--- src/rtl/router_ctrl.sv ---
// Packet-reception controller for the 1x3 router: header decode, FIFO write
// sequencing, source stall, per-FIFO valid outputs and read-timeout flush pulses.
module router_ctrl #(
   parameter int TIMEOUT = 30,
   parameter int TW      = 5
) (
   input  logic       clock,
   input  logic       resetn,
   input  logic       pkt_valid,
   input  logic [1:0] data_in,
   input  logic [2:0] fifo_full,
   input  logic [2:0] fifo_empty,
   input  logic [2:0] read_en,
   input  logic       parity_done,
   input  logic       low_pkt_valid,
   output logic       busy,
   output logic       detect_add,
   output logic       lfd_state,
   output logic       ld_state,
   output logic       laf_state,
   output logic       full_state,
   output logic       rst_int_reg,
   output logic [2:0] we,
   output logic [2:0] vld_out,
   output logic [2:0] soft_reset
);

   // state              | meaning
   // DECODE_ADDRESS     | idle, waiting for a header byte
   // WAIT_TILL_EMPTY    | header seen, target FIFO still holds data
   // LOAD_FIRST_DATA    | writing the header byte
   // LOAD_DATA          | writing payload bytes
   // FIFO_FULL_STATE    | target FIFO full, holding the current byte
   // LOAD_AFTER_FULL    | writing the byte held across the full condition
   // LOAD_PARITY        | writing the parity byte
   // CHECK_PARITY_ERROR | parity written, register block checks it
   typedef enum logic [2:0] {
      DECODE_ADDRESS,
      WAIT_TILL_EMPTY,
      LOAD_FIRST_DATA,
      LOAD_DATA,
      FIFO_FULL_STATE,
      LOAD_AFTER_FULL,
      LOAD_PARITY,
      CHECK_PARITY_ERROR
   } state_t;

   localparam logic [TW-1:0] TC = TW'(TIMEOUT - 1);

   state_t            state, state_nxt;
   logic [1:0]        addr_r;
   logic [1:0]        sel;
   logic [3:0]        empty_x, full_x, srst_x;
   logic [2:0][TW-1:0] timer;

   // pad the flag vectors so address 3 indexes a defined zero bit
   assign empty_x = {1'b0, fifo_empty};
   assign full_x  = {1'b0, fifo_full};
   assign srst_x  = {1'b0, soft_reset};
   assign sel     = (state == DECODE_ADDRESS) ? data_in : addr_r;

   always_ff @(posedge clock or negedge resetn) begin
      if (!resetn) begin
         state  <= DECODE_ADDRESS;
         addr_r <= 2'd0;
      end else begin
         state <= state_nxt;
         if (detect_add && pkt_valid && (data_in != 2'd3))
            addr_r <= data_in;
      end
   end

   always_comb begin
      state_nxt = state;
      unique case (state)
         DECODE_ADDRESS: begin
            if (pkt_valid && (data_in != 2'd3))
               state_nxt = empty_x[sel] ? LOAD_FIRST_DATA : WAIT_TILL_EMPTY;
         end
         WAIT_TILL_EMPTY:
            if (empty_x[sel]) state_nxt = LOAD_FIRST_DATA;
         LOAD_FIRST_DATA:
            state_nxt = LOAD_DATA;
         LOAD_DATA: begin
            if (full_x[sel])     state_nxt = FIFO_FULL_STATE;
            else if (!pkt_valid) state_nxt = LOAD_PARITY;
         end
         FIFO_FULL_STATE:
            if (!full_x[sel]) state_nxt = LOAD_AFTER_FULL;
         LOAD_AFTER_FULL: begin
            if (parity_done)        state_nxt = DECODE_ADDRESS;
            else if (low_pkt_valid) state_nxt = LOAD_PARITY;
            else                    state_nxt = LOAD_DATA;
         end
         LOAD_PARITY:
            state_nxt = CHECK_PARITY_ERROR;
         CHECK_PARITY_ERROR:
            state_nxt = full_x[sel] ? FIFO_FULL_STATE : DECODE_ADDRESS;
         default:
            state_nxt = DECODE_ADDRESS;
      endcase
      // a flush of the target FIFO abandons the rest of the packet
      if ((state != DECODE_ADDRESS) && srst_x[addr_r])
         state_nxt = DECODE_ADDRESS;
   end

   always_comb begin
      we = 3'b000;
      unique case (state)
         LOAD_FIRST_DATA, LOAD_AFTER_FULL, LOAD_PARITY:
            we = 3'b001 << addr_r;
         LOAD_DATA:
            if (!full_x[sel]) we = 3'b001 << addr_r;
         default: ;
      endcase
   end

   assign detect_add  = (state == DECODE_ADDRESS);
   assign lfd_state   = (state == LOAD_FIRST_DATA);
   assign ld_state    = (state == LOAD_DATA);
   assign laf_state   = (state == LOAD_AFTER_FULL);
   assign full_state  = (state == FIFO_FULL_STATE);
   assign rst_int_reg = (state == CHECK_PARITY_ERROR);
   assign busy        = !(detect_add || ld_state);
   assign vld_out     = ~fifo_empty;

   always_ff @(posedge clock or negedge resetn) begin
      if (!resetn) begin
         timer      <= '0;
         soft_reset <= 3'b000;
      end else begin
         for (int i = 0; i < 3; i++) begin
            if (fifo_empty[i] || read_en[i]) begin
               timer[i]      <= '0;
               soft_reset[i] <= 1'b0;
            end else if (timer[i] == TC) begin
               timer[i]      <= '0;
               soft_reset[i] <= 1'b1;
            end else begin
               timer[i]      <= timer[i] + 1'b1;
               soft_reset[i] <= 1'b0;
            end
         end
      end
   end

endmodule

--- config.mk ---
export PLATFORM = sky130hd
export DESIGN_NAME = router_ctrl
export DESIGN_NICKNAME = d
export VERILOG_FILES = /design/src/rtl/router_ctrl.sv
export SDC_FILE = /design/constraint.sdc
export NUM_CORES = 1
export LEC_CHECK = 0
export BUFFER_PORTS_ARGS = -buffer_cell sky130_fd_sc_hd__buf_4
export CORE_UTILIZATION = 40
export CTS_BUF_LIST = sky130_fd_sc_hd__clkbuf_16
export CTS_CLUSTER_DIAMETER = 60
export DETAILED_ROUTE_END_ITERATION = 8
export SLEW_MARGIN = 20
export SYNTH_ARGS = -nofsm -noshare
export SYNTH_HDL_FRONTEND = slang
export SYNTH_SLANG_ARGS = --single-unit
--- constraint.sdc ---
create_clock -name clock -period 1.83 [get_ports clock]
set_clock_uncertainty 0.05 [all_clocks]
set_input_delay 0.183 -clock clock [delete_from_list [all_inputs] [get_ports clock]]
set_output_delay 0.183 -clock clock [all_outputs]
set_load 0.05 [all_outputs]
==> run metrics, run 1 <==
Slew HR=80.0%; Starting Density=42.4%; Mapped Nets=around 180; fraction of final layout cells sized beyond drive strength 1=approximately two fifths; maximum VDD drop=just under 0.0008 V; die area=3830 um^2; HPWL Detailed=approximately 2700 um; Routed WL per cell=about 14 um; clock sink count=23; clk root buf=clkbuf_16; CTS tree=built; Ys Warns=0; row cnt=21; CP arrival=2070 ps; RePlAce Congestion=0.794; run status=complete, but fails checks; Post-DRT Antenna Nets=0; leakage power=0.962 nW; WP data required=1600 ps; PortBufs=31; measured slew at the worst slew-check pin=approximately 300 ps; Core Box Area=3390 um^2; Tmin final=around 2300 ps; hold crit path type=in2reg; buffer levels on the longest clock path=2; area leader, netlist=dfrtp_1; dpl cells=243; Worst-Skew Late Latency=250 ps; first-pass GRT wire length=about 5400 um; antenna violations before repair=0; # setup viols final=6; via count=approximately 1300; register area=~580 um^2; CP Launch Type=register; CP endpoint kind=output port; Layout area overhead=46.6%; vias in the first global route=about 1200; Synth cell types=43; setup ws final=-477 ps; Die Wd=61.9 um; post-synth top area share=40.1%; EDFF count, synth=0; IO Pins=32; top_reg_cell synth=dfrtp_1; total routed wirelength=3540 um; Clock transition at path regs=about 60 ps; H-Tree Depth=1; WS Path Type=reg2out; non-filler cells, final=about 250; unrepaired setup endpoints after global routing=yes; Die H=61.9 um; Ant. Diodes=0; Fill cells=287; Slew Viols, Final=0; via-per-instance ratio=5.22; Total GRT Usage=19.6%; max_cap viols=0; violated checks=setup timing; flops & latches, synth=23; DR iter-0 viols=slightly above 80; fraction of registers with async set/reset=100%; RR Startpoint=state[2]$_DFFE_PN0P_; Syn Inst Count=154; Pre-antenna DRT Iters=4; CTS buffer count=3; crit-path max FO=3; multi-input logic area=901 um^2; total grt overflow=0; Synth area leaders=dfrtp_1, nor2_1, ha_1, xor2_1, mux2i_4; Post-route DRC=0; pwr dens=1550 nW/um^2; post-route cell area=2110 um^2; layout net count=228; crit path launch=state[2]$_DFFE_PN0P_; post-layout util=62.1%; largest net degree at the start of global routing=24; Hold Path Origin=read_en[1]; syn_area_per_cell=about 9.3 um^2; Mapped Area=1440 um^2; period utilization=126%; sequential area share after synthesis=40.1%; Area after DPL=1890 um^2; number of hold violations in the final report=0; FMAX=433 MHz
worst max-delay path, stage by stage, from the launching register on:
cell and delay, ps:
dfrtp_1 400, or4b_4 540, and3_4 180, o21ai_4 150
nand3b_4 130, a211oi_4 240, buf_6 190
what timing repair did:
action,in CTS,in global routing
gates resized for setup,6,19
hold endpoints to repair,23,0
buffers inserted,0,3
endpoints found under the setup margin,8,8
gates cloned,0,0
pin swaps,9,7
hold buffers,1,0
worst paths after layout:
path	to	slack [ps]	cells after the start
setup / recovery	we[0]	-480	6
hold / removal	soft_reset[1]$_DFF_PN0_	30	2
setup reg to reg	state[2]$_DFFE_PN0P_	-200	7
hold reg to reg	timer[5]$_DFF_PN0_	450	1
max in group asynchronous	timer[4]$_DFF_PN0_	1180	2
min in group asynchronous	timer[6]$_DFF_PN0_	310	2
kinds of logic (layout without fill, tap and decap cells):
logic type	Yosys count	in the layout	share of synthesized area (%)
and+or+nand+nor	73	73	26.5
AOI/OAI and AO/OA	23	23	13.0
DFF	23	23	40.1
buffers and inverters	15	66	4.53
xor gates and xnor gates	9	9	5.49
adders and majority gates	6	6	5.23
muxes	5	5	5.23
layer usage:
| layer | share of wire, % | wire, um | up-vias | GRT usage (%) |
|---|---|---|---|---|
| li1 | - | - | 642 | - |
| met1 | 45 | 1580 | 635 | 25.5 |
| met2 | 51 | 1820 | 29 | 33.9 |
| met3 | 2.8 | 100 | 4 | 2.07 |
| met4 | 1.0 | 36 | 0 | 6.67 |
| met5 | 0 | 0 | - | 0 |
cell usage in the layout (no fill, tap or decap), drive strengths merged:
master | Yosys | routed
o22a | 2 | 2
nor3 | 3 | 3
or2 | 2 | 2
and3 | 3 | 3
nand4 | 3 | 3
o211ai | 2 | 2
mux2i | 5 | 5
nor2 | 25 | 25
dfrtp | 23 | 23
nand3b | 3 | 3
or3 | 2 | 2
xor2 | 6 | 6
o221ai | 1 | 1
o221a | 1 | 1
clkbuf | 4 | 3
buf | 2 | 52
nor3b | 2 | 2
nand3 | 8 | 8
nand2b | 5 | 5
nand2 | 13 | 13
a22oi | 1 | 1
o21ai | 4 | 4
xnor2 | 3 | 3
o31ai | 2 | 2
a221oi | 1 | 1
dlygate4sd3 | 0 | 1
or4b | 3 | 3
a21oi | 3 | 3
nor2b | 1 | 1
a41oi | 1 | 1
ha | 6 | 6
a211oi | 3 | 3
inv | 9 | 10
a221o | 1 | 1
a21boi | 1 | 1
stage by stage:
| step | setup slack (ps) | TNS, ps | hold slack [ps] | total power, W |
|---|---|---|---|---|
| detailed placement | -289 | -950 | 50.6 | 0.00249 |
| floorplan | -364 | -1000 | -163 | 0.00191 |
| global route | -512 | -1800 | 40.2 | 0.00345 |
| global placement | -242 | -815 | 39.8 | 0.00247 |
| finish | -477 | -1490 | 34.0 | 0.00327 |
| CTS | -478 | -1700 | 33.9 | 0.00305 |
layout make-up:
cell class	count	area share [%]
Sequential cell	23	27.3
Timing Repair Buffer	53	21.6
Clock inverter	1	0.178
Tap cell	46	2.73
Clock buffer	3	3.57
Multi-Input combinational cell	116	42.8
Inverter	9	1.84
power breakdown:
group          switching [W]  internal [W]  total [W]
clock               0.000176      0.000291   0.000468
combinational        0.00117      0.000985    0.00216
sequential         0.0000735      0.000574   0.000648
state kept, by name, indices dropped and copies added (netlist names):
signal / count
addr_r: 2
soft_reset: 3
state: 3
timer: 15
synthesized netlist by cell type (all sizes together), types with 2 or more instances:
cell,instances
and3,3
ha,6
nand3b,3
xnor2,3
nor2,25
nor3,3
nand2,13
o21ai,4
nand4,3
dfrtp,23
or4b,3
nand3,8
or2,2
nor3b,2
inv,9
a21oi,3
clkbuf,4
o31ai,2
xor2,6
mux2i,5
a211oi,3
or3,2
o22a,2
buf,2
nand2b,5
o211ai,2
Power figures use the tool's default switching activity.
==> inputs of run 2 (changes only) <==
--- a/config.mk
+++ b/config.mk
@@ -5,6 +5,7 @@
 export SDC_FILE = /design/constraint.sdc
 export NUM_CORES = 1
 export LEC_CHECK = 0
+export ABC_AREA = 1
 export BUFFER_PORTS_ARGS = -buffer_cell sky130_fd_sc_hd__buf_4
 export CORE_UTILIZATION = 40
 export CTS_BUF_LIST = sky130_fd_sc_hd__clkbuf_16
==> run 2 against run 1 <==
The run still ends with setup timing left. Routed wire length decreased by 4.4%. Sequential share of layout area rose by 1.6 points. Cell count increased by 10%. Fmax grew 12%. Global-route usage is 0.36 points lower. Die area shrank 1.7%. Synthesized cell count rose by 17%. Total power down 7.2%. Final area fell by 5.6%. Sequential cell count unchanged. Clock-buffer cell count did not move. First-iteration DRC count is 3.6% higher. Critical path type unchanged. Critical endpoint unchanged. Largest cell class unchanged. Largest power group unchanged.
==> run metrics, run 2 <==
HPWL Detailed=2680 um; Total GRT Usage=19.2%; post-synth top area share=40.8%; RR Startpoint=state[1]$_DFFE_PN0P_; IO Pins=32; largest net degree at the start of global routing=24; total routed wirelength=3390 um; pwr dens=1530 nW/um^2; DR iter-0 viols=between 80 and 90; reg2reg setup slack=-10 ps; CP cell instances=nor2_4 > nand2_4 > nand2_4 > nand2_4 > nand2_2 > nand3_2 > nand2_2 > nand2_2 > nand3_2 > inv_4 > nor3_4 > buf_6; # setup viols final=4; period utilization=112%; Pre-antenna DRT Iters=4; post-layout util=59.1%; violated checks=setup timing; fraction of final layout cells sized beyond drive strength 1=34.3%; most frequent cell after synthesis=nand3_1; Routed WL per cell=12.3 um; measured slew at the worst slew-check pin=375 ps; run status=complete, but fails checks; WP data required=1600 ps; clk root buf=clkbuf_16; max_cap viols=0; Synth cell types=19; CTS tree=built; largest registers=timer (15), soft_reset (3), state (3); leakage power=1.04 nW; H-Tree Depth=1; Critical Path Sink=we[0]; post-layout power=0.00304 W; Slew HR=74.7%; crit path launch=state[1]$_DFFE_PN0P_; fraction of registers with async set/reset=100%; worst slack, placed=36.6 ps; Post-DRT Antenna Nets=0; Clock transition at path regs=~60 ps; uppermost routed layer=met4; top_reg_cell synth=dfrtp_1; Ys Warns=0; antenna violations before repair=0; maximum VDD drop=0.000587 V; CP arrival=1820 ps; non-filler cells, final=276; CP Launch Type=register; Met3 Wirelength=206 um; Post-route DRC=0; PortBufs=31; via-per-instance ratio=5.00; wl on met1=1450 um; routed wl met2=1680 um; Die H=61.4 um; Min-Delay Path Depth=2; flops & latches, synth=23; total grt overflow=0; reg2reg end=state[1]$_DFFE_PN0P_; FMAX=488 MHz; buffer levels on the longest clock path=2; r2r worst-path depth=12; layout net count=about 250; most frequent cells in the layout=buf_4, nand3_1, nor2_1; Starting Density=42.0%; number of hold violations in the final report=0; max reg flops=15; Tmin final=2050 ps; number of buffers and inverters on the critical path=2; vias in the first global route=1249; syn_area_per_cell=between 7 and 8 um^2; Synth area leaders=dfrtp_1, nand3_1, nor2_1, nand2_1, inv_1; leading cell type in the layout, fill and taps excluded=buf_4; Biggest register=timer; unrepaired setup endpoints after global routing=yes; Die Wd=61.4 um; row cnt=21; sequential area share after synthesis=roughly 41%; dpl cells=about 270; path length in cells of the critical path=12; Mapped Area=between 1000 and 1500 um^2; Slew Viols, Final=0; Mapped Nets=202; slowest cell on the critical path=dfrtp_1; Top Family by Delay on Critical Path=simple AND/OR/NAND/NOR gates; crit-path max FO=4; RePlAce Congestion=0.873; CP endpoint kind=output port; area leader, netlist=dfrtp_1; die area=3770 um^2; Syn Inst Count=180; clock sink count=23; Max stage delay on crit path=about 400 ps; first-pass GRT wire length=5310 um; hold crit path type=in2reg; EDFF count, synth=0; WS Path Type=reg2out; Layout area overhead=40.9%; Worst-Skew Late Latency=~250 ps; Ant. Diodes=0; CTS buffer count=3; via count=1380; Core Box Area=around 3400 um^2; commonest cells in the netlist=nand3_1, nor2_1, nand2_1; setup ws final=-221 ps
## run 2: cell count changes after synthesis, moves of 6 or more
| cell | delta |
|---|---|
| nand3_2 | +6 |
| nand3_1 | +20 |
| nand2_1 | +13 |
| inv_1 | +13 |
## run 2: stage by stage
stage | hold slack (ps) | area (um^2) | setup TNS [ps]
6_report | 36.6 | 1990 | -660
3_5_place_dp | 44.7 | 1810 | 0
3_3_place_gp | 38.8 | 1810 | 0
5_1_grt | 43.1 | 1990 | -1360
2_1_floorplan | -163 | 1460 | -191
4_1_cts | 32.3 | 1930 | -596
## run 2: cells by family after synthesis
group                    after synthesis  synth area share, %
AND/OR/NAND/NOR                      110                 39.0
buffers and inverters                 26                 6.91
flip-flops                            23                 40.8
XOR/XNOR                               9                 5.59
AO/OA/AOI/OAI                          6                 2.39
adder cells (fa/ha/maj)                6                 5.32
## run 2: area by class of cell
type | instances | area [um^2]
Clock inverter | 1 | 3.75
Clock buffer | 3 | 75.1
Multi-Input combinational cell | 131 | 813
Timing Repair Buffer | 46 | 363
Sequential cell | 23 | 576
Fill cell | 329 | 1380
Tap cell | 46 | 57.6
Inverter | 26 | 100
## run 2: power breakdown
part | internal (W) | leakage (nW) | switching, W
clock | 0.000291 | 0.0423 | 0.000166
combinational | 0.000738 | 0.689 | 0.00120
sequential | 0.000569 | 0.311 | 0.0000698
total | 0.00160 | 1.04 | 0.00144
## run 2: worst min-delay path by stage
| stage | from | to |
|---|---|---|
| final | read_en[0] | soft_reset[0]$_DFF_PN0_ |
| after global routing | read_en[2] | soft_reset[2]$_DFF_PN0_ |
| after global placement | resetn | state[2]$_DFFE_PN0P_ |
| after floorplan | resetn | addr_r[0]$_DFFE_PN0P_ |
| after detailed placement | resetn | state[2]$_DFFE_PN0P_ |
| after CTS | read_en[0] | soft_reset[0]$_DFF_PN0_ |
## run 2: per-layer routing
metal / GRT usage [%] / vias to the layer above
li1: - / 684
met5: 0 / -
met1: 22.7 / 650
met4: 6.03 / 0
met2: 34.5 / 40
met3: 4.62 / 6
## run 2: worst reg2reg max path, cell delays in order (launching register included)
cell	delay (ps)
dfrtp_1	400
nor2_4	200
nand2_4	100
buf_4	150
buf_4	150
nand2_1	100
nand3_1	80
nand3_1	110
nand2_1	90
nand2_1	70
nand3_1	80
nand3_1	90
nand2_1	60
## run 2: repair_timing
| item | in CTS | in global routing |
|---|---|---|
| endpoints found under the setup margin | 3 | 7 |
| hold endpoints to repair | 23 | 0 |
| pin swaps | 2 | 1 |
| gates resized for setup | 6 | 7 |
| setup buffers | 2 | 4 |
| hold buffers | 1 | 0 |
